==> config.mk <==
export PLATFORM = sky130hd
export DESIGN_NAME = gray_counter_n
export DESIGN_NICKNAME = d
export VERILOG_FILES = /design/src/rtl/gray_pkg.sv /design/src/rtl/gray2bin.sv /design/src/rtl/gray_counter_n.sv
export SDC_FILE = /design/constraint.sdc
export NUM_CORES = 1
export LEC_CHECK = 0
export ABC_AREA = 1
export CAP_MARGIN = 10
export CELL_PAD_IN_SITES_DETAIL_PLACEMENT = 1
export CELL_PAD_IN_SITES_GLOBAL_PLACEMENT = 2
export CORE_UTILIZATION = 22
export DETAILED_ROUTE_END_ITERATION = 10
export PLACE_DENSITY = 0.84
export RECOVER_POWER = 50
export SLEW_MARGIN = 10
export SYNTH_ARGS = -nofsm -noshare
export SYNTH_HDL_FRONTEND = slang
export SYNTH_SLANG_ARGS = --single-unit
==> constraint.sdc <==
create_clock -name Clk -period 1.44 [get_ports Clk]
set_clock_uncertainty 0.2 [all_clocks]
set_input_delay 0.288 -clock Clk [delete_from_list [all_inputs] [get_ports Clk]]
set_output_delay 0.288 -clock Clk [all_outputs]
set_load 0.05 [all_outputs]
==> src/rtl/gray_pkg.sv <==
`default_nettype none
// ============================================================================
//  Module      : gray_pkg
//  Description : Shared Gray-code helpers, mode constants and the operation
//                type used by the counter's next-state mux.
//  Revision    : 1.0  initial release
// ============================================================================
package gray_pkg;

   // Helpers work on vectors up to this width; callers zero-extend.
   localparam int GRAY_MAX_WIDTH = 64;

   // End-of-range behaviour selectors for the SATURATE parameter.
   localparam int MODE_WRAP = 0;
   localparam int MODE_SAT  = 1;

   // Operation selected for the current edge, in priority order.
   typedef enum logic [1:0] {
      OP_HOLD = 2'd0,
      OP_LOAD = 2'd1,
      OP_UP   = 2'd2,
      OP_DOWN = 2'd3
   } gray_op_e;

   // Zero-extended input keeps the result correct for any width up to the max.
   function automatic logic [GRAY_MAX_WIDTH-1:0] bin2gray(
      input logic [GRAY_MAX_WIDTH-1:0] bin_val
   );
      return bin_val ^ (bin_val >> 1);
   endfunction

   // Each binary bit is the XOR of all Gray bits from the MSB down to it.
   function automatic logic [GRAY_MAX_WIDTH-1:0] gray2bin(
      input logic [GRAY_MAX_WIDTH-1:0] gray_val
   );
      logic [GRAY_MAX_WIDTH-1:0] res;
      res = '0;
      for (int i = 0; i < GRAY_MAX_WIDTH; i++) begin
         res[i] = ^(gray_val >> i);
      end
      return res;
   endfunction

endpackage : gray_pkg
`default_nettype wire

==> src/rtl/gray2bin.sv <==
`default_nettype none
// ============================================================================
//  Module      : gray2bin
//  Description : Combinational Gray-to-binary converter (MSB-down prefix XOR).
//                Shared between the counter load path and pointer syncs.
//  Revision    : 1.0  initial release
// ============================================================================
module gray2bin #(
   parameter int WIDTH = 3
) (
   input  logic [WIDTH-1:0] gray,
   output logic [WIDTH-1:0] bin
);

   // Each bit is a reduction XOR of the Gray slice above it, so no bit
   // depends on another output bit and the chain flattens cleanly.
   for (genvar i = 0; i < WIDTH; i++) begin : g_bit
      assign bin[i] = ^gray[WIDTH-1:i];
   end

endmodule : gray2bin
`default_nettype wire

==> src/rtl/gray_counter_n.sv <==
`default_nettype none
// ============================================================================
//  Module      : gray_counter_n
//  Description : N-bit up/down Gray counter with parallel Gray load, wrap or
//                saturate ends, sticky overflow/underflow flags and a
//                single-cycle boundary pulse. All outputs registered.
//  Revision    : 1.0  initial release
// ============================================================================
module gray_counter_n
   import gray_pkg::*;
#(
   parameter int WIDTH    = 3,
   parameter int SATURATE = MODE_WRAP
) (
   input  logic             Clk,
   input  logic             Reset_n,
   input  logic             En,
   input  logic             Up,
   input  logic             Load,
   input  logic [WIDTH-1:0] Load_Gray,
   input  logic             Clr_Flags,
   output logic [WIDTH-1:0] Output,
   output logic [WIDTH-1:0] Binary,
   output logic             Overflow,
   output logic             Underflow,
   output logic             Wrap
);

   localparam logic [WIDTH-1:0] C_MAX_COUNT = '1;
   localparam logic [WIDTH-1:0] C_ONE       = WIDTH'(1);
   localparam bit               C_SAT       = (SATURATE == MODE_SAT);

   logic [WIDTH-1:0] r_bin;
   logic [WIDTH-1:0] r_gray;
   logic             r_overflow;
   logic             r_underflow;
   logic             r_wrap;

   gray_op_e         w_op;
   logic [WIDTH-1:0] w_load_bin;
   logic [WIDTH-1:0] w_next_bin;
   logic [WIDTH-1:0] w_next_gray;
   logic             w_at_max;
   logic             w_at_zero;
   logic             w_ovf_evt;
   logic             w_unf_evt;

   // Load path conversion
   gray2bin #(
      .WIDTH (WIDTH)
   ) u_load_g2b (
      .gray (Load_Gray),
      .bin  (w_load_bin)
   );

   assign w_at_max  = (r_bin == C_MAX_COUNT);
   assign w_at_zero = (r_bin == '0);

   // Operation select: load beats count, count beats hold
   always_comb begin
      w_op = OP_HOLD;
      if (Load) begin
         w_op = OP_LOAD;
      end else if (En) begin
         w_op = Up ? OP_UP : OP_DOWN;
      end
   end

   // Boundary events fire in both modes; only the next value differs
   assign w_ovf_evt = (w_op == OP_UP)   && w_at_max;
   assign w_unf_evt = (w_op == OP_DOWN) && w_at_zero;

   // Next binary count and its Gray image
   always_comb begin
      w_next_bin = r_bin;
      case (w_op)
         OP_LOAD: w_next_bin = w_load_bin;
         OP_UP: begin
            if (!w_at_max) begin
               w_next_bin = r_bin + C_ONE;
            end else if (!C_SAT) begin
               w_next_bin = '0;
            end
         end
         OP_DOWN: begin
            if (!w_at_zero) begin
               w_next_bin = r_bin - C_ONE;
            end else if (!C_SAT) begin
               w_next_bin = C_MAX_COUNT;
            end
         end
         default: w_next_bin = r_bin;
      endcase
      if (w_op == OP_LOAD) begin
         w_next_gray = Load_Gray;
      end else begin
         w_next_gray = WIDTH'(bin2gray(GRAY_MAX_WIDTH'(w_next_bin)));
      end
   end

   // Count registers: binary and Gray always move together
   always_ff @(posedge Clk or negedge Reset_n) begin
      if (!Reset_n) begin
         r_bin  <= '0;
         r_gray <= '0;
      end else begin
         r_bin  <= w_next_bin;
         r_gray <= w_next_gray;
      end
   end

   // Sticky flags (a set beats a clear on the same edge) and boundary pulse
   always_ff @(posedge Clk or negedge Reset_n) begin
      if (!Reset_n) begin
         r_overflow  <= 1'b0;
         r_underflow <= 1'b0;
         r_wrap      <= 1'b0;
      end else begin
         r_overflow  <= w_ovf_evt | (r_overflow  & ~Clr_Flags);
         r_underflow <= w_unf_evt | (r_underflow & ~Clr_Flags);
         r_wrap      <= w_ovf_evt | w_unf_evt;
      end
   end

   assign Output    = r_gray;
   assign Binary    = r_bin;
   assign Overflow  = r_overflow;
   assign Underflow = r_underflow;
   assign Wrap      = r_wrap;

endmodule : gray_counter_n
`default_nettype wire
# Yosys cells after proc, flatten, opt, wreduce, memory -nomap -nowiden
# Index checks and enable logic that the tools add are counted.
[op_classes]
n_addsub = 2
n_eq_ne = 4
muxes = 7
bitwise_logic = 7
reduce_logical = 5
[ops]
columns = ["cell", "n"]
rows = [
  ["2-to-1 mux 3 bit", 3],
  ["one-hot mux 3 bit (3 select lines)", 1],
  ["equality test 2 bit, second input constant", 2],
  ["2-to-1 mux 2 bit", 2],
  ["adder 3 x 1 -> 3 bit, second input constant", 1],
  ["equality test 3 bit, second input constant", 1],
  ["zero test 3 bit", 1],
  ["OR 1 bit", 3],
  ["XOR reduction 3 bit", 1],
  ["subtractor 3 x 1 -> 3 bit, second input constant", 1],
  ["bitwise XOR 3 x 2 -> 3 bit", 1],
  ["bitwise AND 1 bit", 2],
  ["equality test 2 x 1 -> 1 bit, second input constant", 1],
  ["logical AND 1 bit", 2],
  ["XOR reduction 2 bit", 1],
  ["2-to-1 mux 1 bit", 1],
  ["inverter 1 bit", 1],
]
[word_totals]
register_bits = 9
input_bits = 9
output_inout_bits = 9
word_cells = 30

# Logic depth before layout (Yosys ltp)
# Gate-level depths: netlist (run 1).
[depth]
depth_word = 7
depth_mapped = 10
mapped_depth_nobuf = 10

# Cells and area by module
# A second synthesis (run 1) with hierarchy kept.
[unflattened]
hier_cells = 93
area_unflattened_um2 = 651.9
[by_module_without_submodules]
columns = ["module", "n_inst", "cells_per_inst", "area_each_um2", "seq_area_each_um2"]
rows = [
  ["gray_counter_n", 1, 81, 600.6, 225.2],
  ["gray2bin", 1, 12, 51.3, 0.0],
]

# Worst setup path after synthesis (run 1)
# Ideal clock, no wire load.
[synth_path]
kind = "reg-to-reg"
from = "register r_bin[0] (netlist: Binary[0])"
to = "register r_gray[0] (netlist: Output[0])"
setup_ps = 117
arrival_time_ps = 1495
t_required_ps = 1123
slack_ps = -372
stages_incl_launch_ff = 11
path_buffers = 0
period_less_slack_ps = 1812
cell_sequence = "dfrtp_1 > inv_1 > ha_1 > nand2_1 > nand2_1 > nand2_2 > nand2_2 > inv_2 > nand3_2 > nand2_1 > nand2_1"
[synth_between]
elab_chain_cells = 5
word_cells_on_any_way = 9
classes_between = "2 x add/sub; 1 x eq/ne; 4 x mux; 1 x bitwise; 1 x reduce/logical"
[synth_rtl]
columns = ["item", "line_no", "text"]
rows = [
  ["from (decl)", "gray_counter_n.sv:33", "logic [WIDTH-1:0] r_bin;"],
  ["from (signal assigned)", "gray_counter_n.sv:107", "r_bin <= w_next_bin;"],
  ["subtractor 3 x 1 -> 3 bit (tied with other cells)", "gray_counter_n.sv:87", "w_next_bin = r_bin - C_ONE;"],
  ["2-to-1 mux 3 bit, on equally long branches", "gray_counter_n.sv:86, gray_counter_n.sv:79", ""],
  ["one-hot mux 3 bit (3 select lines) *", "gray_counter_n.sv:76", "case (w_op)"],
  ["net w_next_bin[0]", "gray_counter_n.sv:41", "logic [WIDTH-1:0] w_next_bin;"],
  ["bitwise XOR 3 x 2 -> 3 bit *", "gray_pkg.sv:29", "return bin_val ^ (bin_val >> 1);"],
  ["2-to-1 mux 3 bit *", "gray_counter_n.sv:94", "if (w_op == OP_LOAD) begin"],
  ["net w_next_gray[0]", "gray_counter_n.sv:42", "logic [WIDTH-1:0] w_next_gray;"],
  ["to (signal assigned)", "gray_counter_n.sv:108", "r_gray <= w_next_gray;"],
  ["to (decl)", "gray_counter_n.sv:34", "logic [WIDTH-1:0] r_gray;"],
]
# The timed path passes the listed nets; every way through them passes the cells marked *.

# Worst setup path after layout (run 1)
[layout_path]
from = "register r_bin[0] (netlist: Binary[0])"
to = "register r_gray[1] (netlist: Output[1])"
[layout_between]
elab_chain_cells = 5
word_cells_on_any_way = 9
classes_between = "2 x add/sub; 1 x eq/ne; 4 x mux; 1 x bitwise; 1 x reduce/logical"
[layout_rtl]
columns = ["item", "line_no"]
rows = [
  ["subtractor 3 x 1 -> 3 bit (tied with other cells)", "gray_counter_n.sv:87"],
  ["2-to-1 mux 3 bit, on equally long branches", "gray_counter_n.sv:86, gray_counter_n.sv:79"],
  ["one-hot mux 3 bit (3 select lines) *", "gray_counter_n.sv:76"],
  ["bitwise XOR 3 x 2 -> 3 bit *", "gray_pkg.sv:29"],
  ["2-to-1 mux 3 bit *", "gray_counter_n.sv:94"],
  ["net w_next_gray[1]", "gray_counter_n.sv:42"],
]
# Marked as above.

==> metrics.txt, run 1 <==
# TYPE chip_impl_metric gauge
chip_impl_info{name="result_of_the_run",value="finished, violations left"} 1
chip_impl_info{name="failed_checks",value="negative setup slack"} 1
chip_impl_metric{name="detail_route.drc_violations",unit=""} 0
chip_impl_metric{name="grt_pass1_wl",unit="mm"} 3.15
chip_impl_info{name="dominantRegCellSynth",value="dfrtp_1"} 1
chip_impl_metric{name="htree_levels",unit=""} 1
chip_impl_info{name="timing.critical_path.slowest_stage_cell",value="dfrtp_2"} 1
chip_impl_metric{name="dp_hpwl",unit="mm"} 1.49
chip_impl_metric{name="antenna_left",unit=""} 0
chip_impl_metric{name="drt-initial-drc-count",unit=""} 1
chip_impl_info{name="clk_root_buffer_cell",value="clkbuf_4"} 1
chip_impl_info{name="grt_setup_unrepaired",value="yes"} 1
chip_impl_metric{name="synth-seq-cells",unit=""} 9
chip_impl_metric{name="antenna_found_initial",unit=""} 0
chip_impl_metric{name="synth.yosys.seq_area_share",unit=""} 0.377
chip_impl_metric{name="gp_congestion",unit=""} 0.734
chip_impl_metric{name="first_pass_iters",unit=""} 2
chip_impl_metric{name="gr-usage-met3",unit=""} 0.0424
chip_impl_metric{name="global_route.usage.met1",unit=""} 0.153
chip_impl_metric{name="clock_latency",unit="ps"} 270
chip_impl_metric{name="grt_use_met2",unit=""} 0.309
chip_impl_info{name="yosysMostFrequentCell",value="nand2_1"} 1
chip_impl_metric{name="number_of_distinct_library_cells_after_synthesis",unit=""} 14
chip_impl_metric{name="cp_data_required_time",unit="ps"} 1440
chip_impl_metric{name="worstPathMaxFanout",unit=""} 4
chip_impl_metric{name="detailroute.via_count",unit=""} 652
chip_impl_metric{name="report.final.setup_viol",unit=""} 5
chip_impl_metric{name="post_route_cells_drive_above_1_share",unit=""} 0.455
chip_impl_metric{name="initial_core_util",unit=""} 0.237
chip_impl_info{name="netlist_top_cells_count",value="nand2_1 (26), inv_1 (13), dfrtp_1 (9)"} 1
chip_impl_metric{name="via_count_of_the_first_global_routing_pass",unit=""} 724
chip_impl_metric{name="slew_viol_final",unit=""} 0
chip_impl_info{name="end_kind",value="register"} 1
chip_impl_metric{name="die_height",unit="um"} 54.1
chip_impl_info{name="clock_tree_from_tritoncts",value="yes"} 1
chip_impl_metric{name="power.total",unit="uW"} 1140
chip_impl_metric{name="dpl_worst_slack",unit="ps"} -303
chip_impl_metric{name="ir_worst_vdd",unit="V"} 0.000670
chip_impl_info{name="timing.critical_path.max_delay_family",value="simple AND/OR/NAND/NOR gates"} 1
chip_impl_info{name="path_common_cell",value="nand2_1"} 1
chip_impl_metric{name="fin_crit_sh",unit=""} 1.08
chip_impl_metric{name="maxClockFrequency",unit="MHz"} 642
chip_impl_info{name="worst_hold_path_type",value="primary input to async pin"} 1
chip_impl_metric{name="final_critical_path_setup_slack",unit="ps"} -118
chip_impl_metric{name="die_w",unit="um"} 54.1
chip_impl_metric{name="fp-row-count",unit=""} 18
chip_impl_metric{name="finalHoldViolCount",unit=""} 0
chip_impl_info{name="synthTopCellsByArea",value="dfrtp_1 (38%), nand2_1 (16%), ha_1 (8.4%)"} 1
chip_impl_metric{name="maximum_number_of_pins_on_one_net_before_global_route_repair",unit=""} 10
chip_impl_metric{name="synth_async_sr_flop_share",unit=""} 1.00
chip_impl_metric{name="top_level_ports",unit=""} 18
chip_impl_metric{name="antenna_cells",unit=""} 0
chip_impl_metric{name="cts-buffers-inserted",unit=""} 3
chip_impl_metric{name="final_period_minus_worst_setup_slack",unit="ps"} 1560
chip_impl_info{name="yosys.area.top_type",value="dfrtp_1"} 1
chip_impl_metric{name="cts_num_sinks",unit=""} 9
chip_impl_metric{name="nFillCells",unit=""} 304
chip_impl_metric{name="overflow",unit=""} 0
chip_impl_metric{name="timing.slew.headroom",unit=""} 0.721
chip_impl_metric{name="slew_at_the_pin_closest_to_its_max_slew_limit",unit="ps"} 417
chip_impl_metric{name="num-nets-final",unit=""} 126
chip_impl_metric{name="routed_via_density",unit=""} 4.59
chip_impl_info{name="grt-busiest-layer",value="met2"} 1
chip_impl_metric{name="yosys_warnings",unit=""} 0
chip_impl_metric{name="syn2layout_area_growth",unit="%"} 81.8
chip_impl_metric{name="critPathMaxStageDelay",unit="ps"} 440
chip_impl_metric{name="synth_area",unit="um2"} 598
chip_impl_metric{name="power_density",unit="nW/um2"} 1040
chip_impl_metric{name="routedWlPerCell",unit="um"} 13.1
chip_impl_info{name="critical_path.startpoint_type",value="register"} 1
chip_impl_metric{name="synth_instances",unit=""} 82
chip_impl_metric{name="number_of_synthesized_flops_with_an_enable_pin",unit=""} 0
chip_impl_info{name="timing.critical_path.cells",value="inv_4 > ha_4 > nand2_1 > nand3_2 > nand2_2 > nand3_2 > nor2_2 > nand2_1 > nand2_1"} 1
chip_impl_metric{name="synth.net_count",unit=""} 95
chip_impl_metric{name="synth_area_per_cell",unit="um2"} 7.29
chip_impl_metric{name="routed_wirelength",unit="mm"} 1.87
chip_impl_metric{name="io_buffers",unit=""} 17
chip_impl_metric{name="maxCapViolations",unit=""} 0
chip_impl_metric{name="worst_setup_hold_path_clk_slew",unit="ps"} 70
chip_impl_metric{name="cts_hold_repair.buffers",unit=""} 0
chip_impl_info{name="worstSetupPathType",value="register to register"} 1
chip_impl_metric{name="timing.critical_path.arrival",unit="ps"} 1560
chip_impl_metric{name="global_route.usage.total",unit=""} 0.158
chip_impl_metric{name="leakagePower",unit="uW"} 0.000550
chip_impl_metric{name="clk_path_buf_depth",unit=""} 2
chip_impl_metric{name="coreArea",unit="um2"} 2520
chip_impl_metric{name="cp_num_buf_inv",unit=""} 1
chip_impl_metric{name="portion_of_synthesized_cell_area_occupied_by_the_leading_cell_type",unit=""} 0.377
chip_impl_metric{name="die_area",unit="um2"} 2930
## cell usage in the layout (no fill, tap or decap)
master and instances:
nand3_2 4, nand4_1 3, nor2_1 4, dfrtp_2 3, ha_4 4, inv_2 4
nor2_2 2, nand2_1 23, clkbuf_1 1, nor2_4 2, clkdlybuf4s50_1 7, nand3_1 5
nand2_4 3, dlygate4sd3_1 1, clkbuf_4 3, inv_1 9, nand2_2 6, buf_12 9
buf_6 1, dfrtp_1 6, inv_4 2, o21ai_0 2, buf_4 8
## per-stage QoR
step                utilization  hold WS [ps]  instances  setup TNS (ps)  cell area (um2)
finish                    0.431           184        142            -405             1090
global route              0.431           213        142            -763             1090
CTS                       0.427           145        142            -424             1080
detailed placement        0.393           380        137           -1610              992
global placement          0.393           360        137           -1520              992
floorplan                     -          -208         82            -510              634
## per-layer routing
metal | wire length [um] | vias to the layer above
li1 | - | 311
met1 | 659 | 326
met2 | 1120 | 13
met3 | 58 | 2
met4 | 27 | 0
met5 | 0 | -
## what timing repair did
action	4_1_cts	5_1_grt
gates resized for setup	11	3
pin swaps	12	2
setup endpoints to repair	6	9
setup buffers	1	0
## power by group
| group | switching [uW] | internal [uW] |
|---|---|---|
| combinational | 313 | 284 |
| sequential | 45.7 | 289 |
| clock | 96.0 | 107 |
| total | 455 | 680 |
## path summary, 6_finish.rpt
path,startpoint,end,slack (ps),cells past startpoint
worst min-delay path,Reset_n,Underflow$_DFF_PN0_,180,1
min in group Clk,Underflow$_DFF_PN0_,Underflow$_DFF_PN0_,390,2
worst max-delay path,Binary[0]$_DFF_PN0_,Output[1]$_DFF_PN0_,-120,9
worst min register to register,Underflow$_DFF_PN0_,Underflow$_DFF_PN0_,390,2
worst max register to register,Binary[0]$_DFF_PN0_,Output[1]$_DFF_PN0_,-120,9
max in group asynchronous,Reset_n,Binary[0]$_DFF_PN0_,530,1
## area by class of cell
| class | instances | area (um2) | area share |
|---|---|---|---|
| clock buffers | 4 | 26.3 | 0.0242 |
| inverters | 15 | 61.3 | 0.0564 |
| multi-input cells | 58 | 402 | 0.369 |
| flip-flops and latches | 9 | 229 | 0.211 |
| well taps | 30 | 37.5 | 0.0345 |
| repair buffers | 26 | 332 | 0.305 |
## cells by family after synthesis
family,share of synthesized area
adders and majority gates,0.0837
AOI/OAI and AO/OA,0.0167
buffers and inverters,0.0942
DFF,0.377
and+or+nand+nor,0.429
## flip-flops by register name, summed over array words and instances (netlist names)
signal     flops
Binary         3
Output         3
Overflow       1
Underflow      1
Wrap           1
## worst register-to-register path, stage by stage (launching register included)
cell     delay [ps]
dfrtp_2         440
inv_4            70
ha_4            160
nand2_1          90
nand3_2          90
nand2_2         100
nand3_2          90
nor2_2          140
nand2_1          60
nand2_1          70
Note: power is estimated with default switching activity, not from simulation.
==> inputs of run 2 (changes only) <==
ABC_CLOCK_PERIOD_IN_PS = 1440   (was default)
CTS_CLUSTER_SIZE = 30   (was default)
==> results of run 2 <==
No change in the layout: final DEF, timing and power equal those of run 1.
